[src/rtl/ffo_normalizer_pipe.sv]
// Pipelined find-first-one and normaliser: nibble-level detect, then priority merge and barrel shift.
// DIR selects leading-one (0) or trailing-one (1); STAGES selects a 1- or 2-deep pipeline.
module ffo_normalizer_pipe #(
  parameter int N      = 24,
  parameter int STAGES = 2,
  parameter int DIR    = 0,
  localparam int IDX_W = $clog2(N)
) (
  input  logic             clk,
  input  logic             reset,
  input  logic             in_valid,
  output logic             in_ready,
  input  logic [N-1:0]     in_word,
  output logic             out_valid,
  input  logic             out_ready,
  output logic             out_found,
  output logic [IDX_W-1:0] out_index,
  output logic [IDX_W-1:0] out_shift,
  output logic [N-1:0]     out_norm
);

  localparam int NIB   = (N + 3) / 4;
  localparam int PAD_W = 4 * NIB;

  function automatic logic [1:0] nib_sub(input logic [3:0] nib);
    logic [1:0] sub;
    sub = 2'd0;
    // The last hit in scan order wins: ascending for highest, descending for lowest.
    for (int b = 0; b < 4; b++) begin
      if (nib[(DIR == 0) ? b : 3 - b]) sub = 2'((DIR == 0) ? b : 3 - b);
    end
    return sub;
  endfunction

  logic [PAD_W-1:0]      pad_word;
  logic [NIB-1:0]        nv_c;
  logic [NIB-1:0][1:0]   ns_c;

  // Zero padding of the top nibble can never create a hit.
  assign pad_word = PAD_W'(in_word);

  for (genvar k = 0; k < NIB; k++) begin : g_nib
    assign nv_c[k] = |pad_word[4*k +: 4];
    assign ns_c[k] = nib_sub(pad_word[4*k +: 4]);
  end

  logic                src_valid;
  logic [N-1:0]        src_word;
  logic [NIB-1:0]      src_nv;
  logic [NIB-1:0][1:0] src_ns;
  logic                load_out;

  assign load_out = !out_valid || out_ready;

  if (STAGES == 1) begin : g_s1
    assign src_valid = in_valid;
    assign src_word  = in_word;
    assign src_nv    = nv_c;
    assign src_ns    = ns_c;
    assign in_ready  = load_out;
  end else begin : g_s2
    logic                vld_p1;
    logic [N-1:0]        word_p1;
    logic [NIB-1:0]      nv_p1;
    logic [NIB-1:0][1:0] ns_p1;

    assign in_ready = !vld_p1 || load_out;

    // ---- stage 1 boundary: per-nibble valid and sub-index ----
    always_ff @(posedge clk) begin
      if (reset) begin
        vld_p1 <= 1'b0;
      end else if (in_ready) begin
        vld_p1 <= in_valid;
      end
    end

    always_ff @(posedge clk) begin
      if (in_valid && in_ready) begin
        word_p1 <= in_word;
        nv_p1   <= nv_c;
        ns_p1   <= ns_c;
      end
    end

    assign src_valid = vld_p1;
    assign src_word  = word_p1;
    assign src_nv    = nv_p1;
    assign src_ns    = ns_p1;
  end

  logic             found_c;
  logic [IDX_W-1:0] index_c;
  logic [IDX_W-1:0] shift_c;
  logic [N-1:0]     norm_c;

  always_comb begin : p_resolve
    int kk;
    found_c = 1'b0;
    index_c = '0;
    shift_c = '0;
    norm_c  = '0;
    kk      = 0;
    for (int k = 0; k < NIB; k++) begin
      kk = (DIR == 0) ? k : NIB - 1 - k;
      if (src_nv[kk]) begin
        found_c = 1'b1;
        index_c = IDX_W'(4 * kk + int'(src_ns[kk]));
      end
    end
    if (found_c) begin
      shift_c = (DIR == 0) ? IDX_W'(N - 1) - index_c : index_c;
      norm_c  = (DIR == 0) ? (src_word << shift_c) : (src_word >> shift_c);
    end
  end

  // ---- output stage boundary: index, shift and normalised word ----
  always_ff @(posedge clk) begin
    if (reset) begin
      out_valid <= 1'b0;
      out_found <= 1'b0;
      out_index <= '0;
      out_shift <= '0;
      out_norm  <= '0;
    end else if (load_out) begin
      out_valid <= src_valid;
      if (src_valid) begin
        out_found <= found_c;
        out_index <= index_c;
        out_shift <= shift_c;
        out_norm  <= norm_c;
      end
    end
  end

endmodule

[config.mk]
export PLATFORM = sky130hd
export DESIGN_NAME = ffo_normalizer_pipe
export DESIGN_NICKNAME = d
export VERILOG_FILES = /design/src/rtl/ffo_normalizer_pipe.sv
export SDC_FILE = /design/constraint.sdc
export NUM_CORES = 1
export LEC_CHECK = 0
export CAP_MARGIN = 10
export CELL_PAD_IN_SITES_DETAIL_PLACEMENT = 1
export CELL_PAD_IN_SITES_GLOBAL_PLACEMENT = 1
export CORE_MARGIN = 2
export CORE_UTILIZATION = 38
export CTS_CLUSTER_DIAMETER = 30
export DETAILED_ROUTE_END_ITERATION = 16
export HOLD_SLACK_MARGIN = 0.05
export MAX_ROUTING_LAYER = met4
export PLACE_DENSITY = 0.73
export SLEW_MARGIN = 10
export SYNTH_ARGS = -nofsm -noshare
export SYNTH_HDL_FRONTEND = slang
export SYNTH_SLANG_ARGS = --single-unit
export TNS_END_PERCENT = 20
[constraint.sdc]
create_clock -name clk -period 3.4 [get_ports clk]
set_input_delay 0.68 -clock clk [delete_from_list [all_inputs] [get_ports clk]]
set_output_delay 0.68 -clock clk [all_outputs]
set_load 0.01 [all_outputs]
==> key figures, run 1 <==
Clock network
  – CTS tree: built
  – Number of CTS-inserted buffers: 9
  – Clock Path Buffers: 2
  – Clock Latency Late Sink: 0.35 ns
  – Post-CTS Hold Fix Bufs: 0
  – H-tree lvl count: 3
  – Clock Pin Slew Worst Setup and Hold Paths: 0.06 ns
  – CTS sink cnt: 79
  – # Post-CTS Setup Buffers: 0
  – CTS Root Cell: clkbuf_16
  – # resized after CTS: 0

Logic synthesis
  – Mapped Nets: 534
  – Syn avg cell area: 9.47 sq um
  – Count of different cell masters after synthesis: 68
  – Post-synth EDFFs: 42
  – Synthesized flop and latch total: 79
  – Yosys warning total: 0
  – Register area share after synthesis: 41.8%
  – Cell count after synthesis: 506
  – Async set or reset register ratio after synthesis: 0%
  – Mapped cell area: approximately 4800 sq um
  – Dominant synthesized flop cell: edfxtp_1

Global routing
  – First-pass GRT wire length: 26400 um
  – Met3 Use GR: under 10%
  – Met2 Usage GRT: 43.6%
  – Met1 Usage GRT: 33.5%
  – Total grt overflow: 0
  – Total GRT Usage: 27.2%
  – Number of global-route vias before repair: 4569
  – Most used routing layer: met2
  – Largest net degree at the start of global routing: 43
  – Initial antenna violation count: 0

Timing
  – Setup TNS Final: 0 ns
  – Tightest Pin Transition: 1.05 ns
  – Minimum clock period: approximately 3.1 ns
  – Final hold viol count: 0
  – Max Clk Rate: 318 MHz
  – Max Slew Vio Count: 0
  – Relative slew slack: 29.7%
  – Final setup vio count: 0
  – RSZ-0062 raised after global routing: no
  – Fraction of the cycle the final worst path needs: 92.4%
  – Clk_skew: 0.00562 ns

Setup path
  – Worst Path Max Fanout: 7
  – WS Path Type: reg2reg
  – Critical path endpoint category: flop
  – WP data required: 3.64 ns
  – Crit. Startpoint: g_s2.nv_p1[3]
  – Crit path DAT: about 3.4 ns
  – Reg2reg start: g_s2.nv_p1[3]
  – Startpoint types: flop

Power
  – Pwr/cell area: 416 nW/um^2
  – VDD IR-drop max: 221 uV
  – Lkg Pwr: 2.23 nW

Detailed routing
  – Routed Antenna Nets: 0
  – Initial drt markers: 328
  – First-pass DRT Iterations: 5
  – DRC: 0
  – Vias per cell: 6.05
  – Vias: 4568
  – Routed WL: 17200 um
  – Average wire per standard cell: 22.8 um

Place
  – Buffers on Ports: 64
  – Detail Placement HPWL: 13300 um
  – Gpl congestion: 0.940

Floorplan
  – # rows: 41
  – Core Box Area: 12500 sq um
  – Die Wd: 116 um
  – Die H: 116 um
  – Die area: roughly 14000 sq um
  – Top-level I/O count: 65
  – Starting Density: 38.4%

Hold path
  – Hold_sp: out_norm[4]
  – Worst min path class: reg2reg

Finish
  – Most common cell after layout, fill and taps aside: clkdlybuf4s50_1
  – Final core utilization: 48.0%
  – Area Overhead vs Synth: 25.0%
  – Most frequent cells in the layout: clkdlybuf4s50_1 (64), nand2_1 (51), edfxtp_1 (42)
  – Diodes inserted: 0
  – Share of layout cells above drive strength 1: 12.3%
  – Post-layout net count: 607

Run
  – Max-cap viol count: 0

Status
  – Status: complete, no violations
## flip-flops by register name (all words and copies together) (netlist names)
register / count
g_s2.ns_p1: 12
out_valid: 1
g_s2.vld_p1: 1
out_norm: 24
out_index: 5
out_found: 1
g_s2.nv_p1: 6
out_shift: 5
g_s2.word_p1: 24
## worst max-delay path, cell delays in order (launching register included)
cell,delay (ns)
edfxtp_1,0.47
or2_1,0.40
a21oi_1,0.49
o21a_1,0.43
mux2i_1,0.51
o211ai_1,0.17
and2_1,0.25
a221o_1,0.30
## cell type report
cell class                      count  area (sq um)
Multi-Input combinational cell    387          2590
Tap cell                          172           215
Sequential cell                    79          2000
Fill cell                        1413          6480
Clock buffer                       13           273
Timing Repair Buffer               93           858
Inverter                            9          33.8
Clock inverter                      2          13.8
## per-layer routing
| metal | part of all wire [%] | vias up |
|---|---|---|
| met5 | 0 | - |
| met2 | 47 | 156 |
| met3 | 4.9 | 49 |
| met1 | 43 | 2250 |
| met4 | 4.3 | 0 |
| li1 | - | 2113 |
## power by group
group	internal, W	total, W	switching (W)
sequential	0.00106	0.00111	0.0000535
combinational	0.000185	0.000424	0.000239
clock	0.000560	0.000949	0.000390
total	0.00181	0.00249	0.000682
## stage by stage
stage                     instance area, sq um  hold WS, ns  total power (W)  cells  worst slack, ns
after floorplan                           4790        0.476          0.00135    506            0.840
after global placement                    5700        0.442          0.00154    740            0.374
after CTS                                 5990        0.457          0.00249    755            0.298
final                                     5990        0.453          0.00249    755            0.259
after global routing                      5990        0.489          0.00258    755           0.0711
after detailed placement                  5700        0.444          0.00155    740            0.308
## final timing paths
path                                      to  slack, ns  depth (start not counted)
worst max-delay path            out_norm[15]       0.26                          7
worst min-delay path             out_norm[4]       0.45                          2
worst max register to register  out_norm[15]       0.26                          7
worst min register to register   out_norm[4]       0.45                          2
## kinds of logic (layout without fill, tap and decap cells)
family	Yosys count	count (layout)	synth area share, %
compound gates	186	186	29.7
flops	79	79	41.8
buf+inv	40	117	4.15
simple gates	167	167	17.1
mux	34	34	7.26
## cells in the mapped netlist, types with 4 or more instances
library cell	count	area, sq um
nand2_1	51	191
edfxtp_1	42	1260
nor2_1	41	154
dfxtp_1	37	741
a21oi_1	33	165
mux2i_1	28	280
o21ai_0	27	135
a211oi_1	18	135
o211ai_1	15	113
buf_2	12	60.1
nand3_1	12	60.1
a22oi_1	11	82.6
clkbuf_1	11	41.3
a21o_1	10	75.1
a221o_1	9	90.1
inv_1	9	33.8
a32oi_1	8	70.1
nor3_1	8	40.0
or3_1	8	50.1
nor2b_1	7	43.8
and2_1	6	37.5
and3_1	6	37.5
mux2_2	6	67.6
o211a_1	6	60.1
or2_2	6	37.5
a222oi_1	4	40.0
a31oi_1	4	25.0
nand2b_1	4	25.0
nor3b_1	4	30.0
No activity file was read; power rests on OpenSTA's default activity.
==> run 2: changes to the inputs <==
- SLEW_MARGIN: 10 -> 20
==> run 2 against run 1 <==
Effect of this change:
- combinational power about the same
- largest power group unchanged
- die area stayed put
- power hardly changed
- setup slack worse by 0.015 ns
- clock skew is essentially flat
- non-clock buffer count is the same
- clock-buffer cell count stayed put
- global-route usage stayed put
- worst hold slack barely moved
- sequential cell count unchanged
==> key figures, run 2 (synthesized netlist as in run 1, its figures left out) <==
Floorplan
  – # rows: 41 (unchanged)
  – Starting Density: 38.4% (unchanged)
  – Top-level I/O count: 65 (unchanged)
  – Die area: 13500 sq um (unchanged)
  – Die H: 116 um (unchanged)
  – Core Box Area: 12500 sq um (unchanged)
  – Die Wd: 116 um (unchanged)

Global routing
  – Total GRT Usage: 27.2% (unchanged)
  – Total grt overflow: 0 (unchanged)
  – Largest net degree at the start of global routing: 43 (unchanged)
  – First-pass GRT wire length: 26400 um (unchanged)
  – Initial antenna violation count: 0 (unchanged)
  – Number of global-route vias before repair: 4569 (unchanged)

Clock network
  – CTS Root Cell: clkbuf_16
  – H-tree lvl count: 3 (unchanged)
  – Clock Path Buffers: 2 (unchanged)
  – CTS tree: built
  – Clock Latency Late Sink: 0.35 ns (about the same)
  – # resized after CTS: 0 (unchanged)
  – Post-CTS Hold Fix Bufs: 0 (unchanged)
  – CTS sink cnt: 79 (unchanged)
  – Number of CTS-inserted buffers: 9 (unchanged)
  – Clock Pin Slew Worst Setup and Hold Paths: 0.06 ns (about the same)
  – # Post-CTS Setup Buffers: 0 (unchanged)

Power
  – Pwr/cell area: 415 nW/um^2 (-0.10%)
  – Internal power: 0.00181 W (about the same)
  – Sequential share of power: 44.8% (about the same)
  – Comb power frac: 17.1% (about the same)
  – Sw Pwr: 0.000681 W (-0.16%)
  – Clk pwr share: 38.1% (about the same)
  – VDD IR-drop max: 221 uV (about the same)
  – Lkg Pwr: 2.23 nW (about the same)
  – Sw Share: 27.4% (-0.033 points)

Setup path
  – Crit-path leading delay family: compound AO/OA/AOI/OAI gates
  – CP max-delay cell: mux2i_1
  – Cell depth of the worst setup path: 7 (unchanged)
  – CP cell instances: or2_1 > a21oi_1 > o21a_1 > mux2i_1 > o211ai_1 > and2_1 > a221o_1
  – Crit path DAT: 3.39 ns (about the same)
  – Reg-to-reg slack, setup: 0.24 ns (about the same)
  – Startpoint types: flop
  – WS Path Type: reg2reg
  – Crit-path max cell delay: 0.51 ns (about the same)
  – WP data required: 3.64 ns (about the same)
  – Worst Path Max Fanout: 7 (unchanged)
  – Critical path endpoint category: flop
  – WP buf/inv: 0 (unchanged)
  – Worst R2R Path Depth: 7 (unchanged)

Finish
  – Post-layout net count: 607 (unchanged)
  – Top Registers: g_s2.word_p1 (24), out_norm (24), g_s2.ns_p1 (12)
  – Flip-flop and latch area: 2000 sq um (unchanged)
  – Diodes inserted: 0 (unchanged)
  – Share of layout cells above drive strength 1: 12.5% (+0.17 points)
  – Area Overhead vs Synth: 25.1% (about the same)
  – Area of the multi-input gates: 2590 sq um (+0.15%)
  – FILL cells: 1411 (-0.14%)
  – Final instance area: 5990 sq um (about the same)
  – Most common cell after layout, fill and taps aside: clkdlybuf4s50_1
  – Final Non-Filler Cells: 755 (unchanged)
  – Most frequent cells in the layout: clkdlybuf4s50_1 (64), nand2_1 (51), edfxtp_1 (42)

Place
  – Pre-CTS WS: 0.308 ns (unchanged)
  – Detail Placement HPWL: 13300 um (unchanged)
  – Dpl cells: 740 (unchanged)
  – Gpl congestion: 0.940 (unchanged)
  – DP Area: 5700 sq um (unchanged)
  – Buffers on Ports: 64 (unchanged)

Run
  – Max-cap viol count: 0 (unchanged)

Timing
  – Minimum clock period: 3.16 ns (+0.0147 ns)
  – Clk_skew: 0.00573 ns (+0.000109 ns)
  – Final setup vio count: 0 (unchanged)
  – Max Slew Vio Count: 0 (unchanged)
  – Final hold viol count: 0 (unchanged)
  – Fin worst setup slack: 0.244 ns (-0.0147 ns)
  – Max Clk Rate: 317 MHz (-0.47%)
  – Fraction of the cycle the final worst path needs: 92.8% (+0.43 points)
  – Setup TNS Final: 0 ns (unchanged)
  – Hold WS: 0.453 ns (-0.000141 ns)
  – Relative slew slack: 55.5% (+26 points)
  – RSZ-0062 raised after global routing: no
  – Tightest Pin Transition: 0.666 ns (-0.389 ns)

Detailed routing
  – Routed Antenna Nets: 0 (unchanged)
  – Vias: 4573 (+0.11%)
  – Average wire per standard cell: 22.8 um (unchanged)
  – Vias per cell: 6.06 (+0.11%)
  – Routed WL: 17200 um (unchanged)
  – Initial drt markers: 348 (+6.1%)
  – DRC: 0 (unchanged)
  – First-pass DRT Iterations: 6 (+1)

Hold path
  – Worst min path class: reg2reg
  – Hold Path Cell Cnt: 2 (unchanged)

Status
  – Status: complete, no violations
-- run 2: cell counts in the layout (fill, tap and decap cells not counted) --
No cell type changed its count.
-- run 2: layer usage --
metal | share of wire, % | wire length, um | global-route usage, % | vias up
met5 | 0 | 0 | - | -
met4 | 4.3 | 734 | 13.7 | 0
met3 | 4.3 | 737 | 3.84 | 46
met2 | 47 | 8170 | 43.6 | 152
met1 | 44 | 7610 | 33.5 | 2261
li1 | - | - | - | 2114
-- run 2: worst min-delay path, delay by kind of cell (launching register included) --
| kind | cells | cell delay (ns) |
|---|---|---|
| AND/OR/NAND/NOR | 1 | 0.05 |
| flip-flops | 1 | 0.32 |
| AO/OA/AOI/OAI | 1 | 0.05 |
-- run 2: worst paths after layout --
check                                    from            to
worst min register to register    out_norm[4]   out_norm[4]
worst max-delay path            g_s2.nv_p1[3]  out_norm[15]
worst min-delay path              out_norm[4]   out_norm[4]
worst max register to register  g_s2.nv_p1[3]  out_norm[15]
-- run 2: power by group through the flow --
| stage | sequential (W) | combinational [W] | clock, W |
|---|---|---|---|
| global placement | 0.00113 | 0.000412 | 0 |
| global route | 0.00112 | 0.000458 | 0.00100 |
| floorplan | 0.00112 | 0.000229 | 0 |
| CTS | 0.00111 | 0.000422 | 0.000959 |
| finish | 0.00111 | 0.000425 | 0.000948 |
| detailed placement | 0.00113 | 0.000419 | 0 |
-- run 2: layout make-up --
type	instances	share of cell area, %
multi-input combinational	387	43.3
sequential	79	33.4
clock inverter	2	0.230
clock buffer	13	4.55
timing repair buffer	93	14.3
inverter	9	0.564
tap	172	3.59
-- run 2: per-stage QoR --
stage                     utilization (%)  total power, W
final                                48.0         0.00249
after global routing                 48.0         0.00258
after CTS                            48.0         0.00249
after detailed placement             45.7         0.00155
after global placement               45.7         0.00154
after floorplan                         -         0.00135
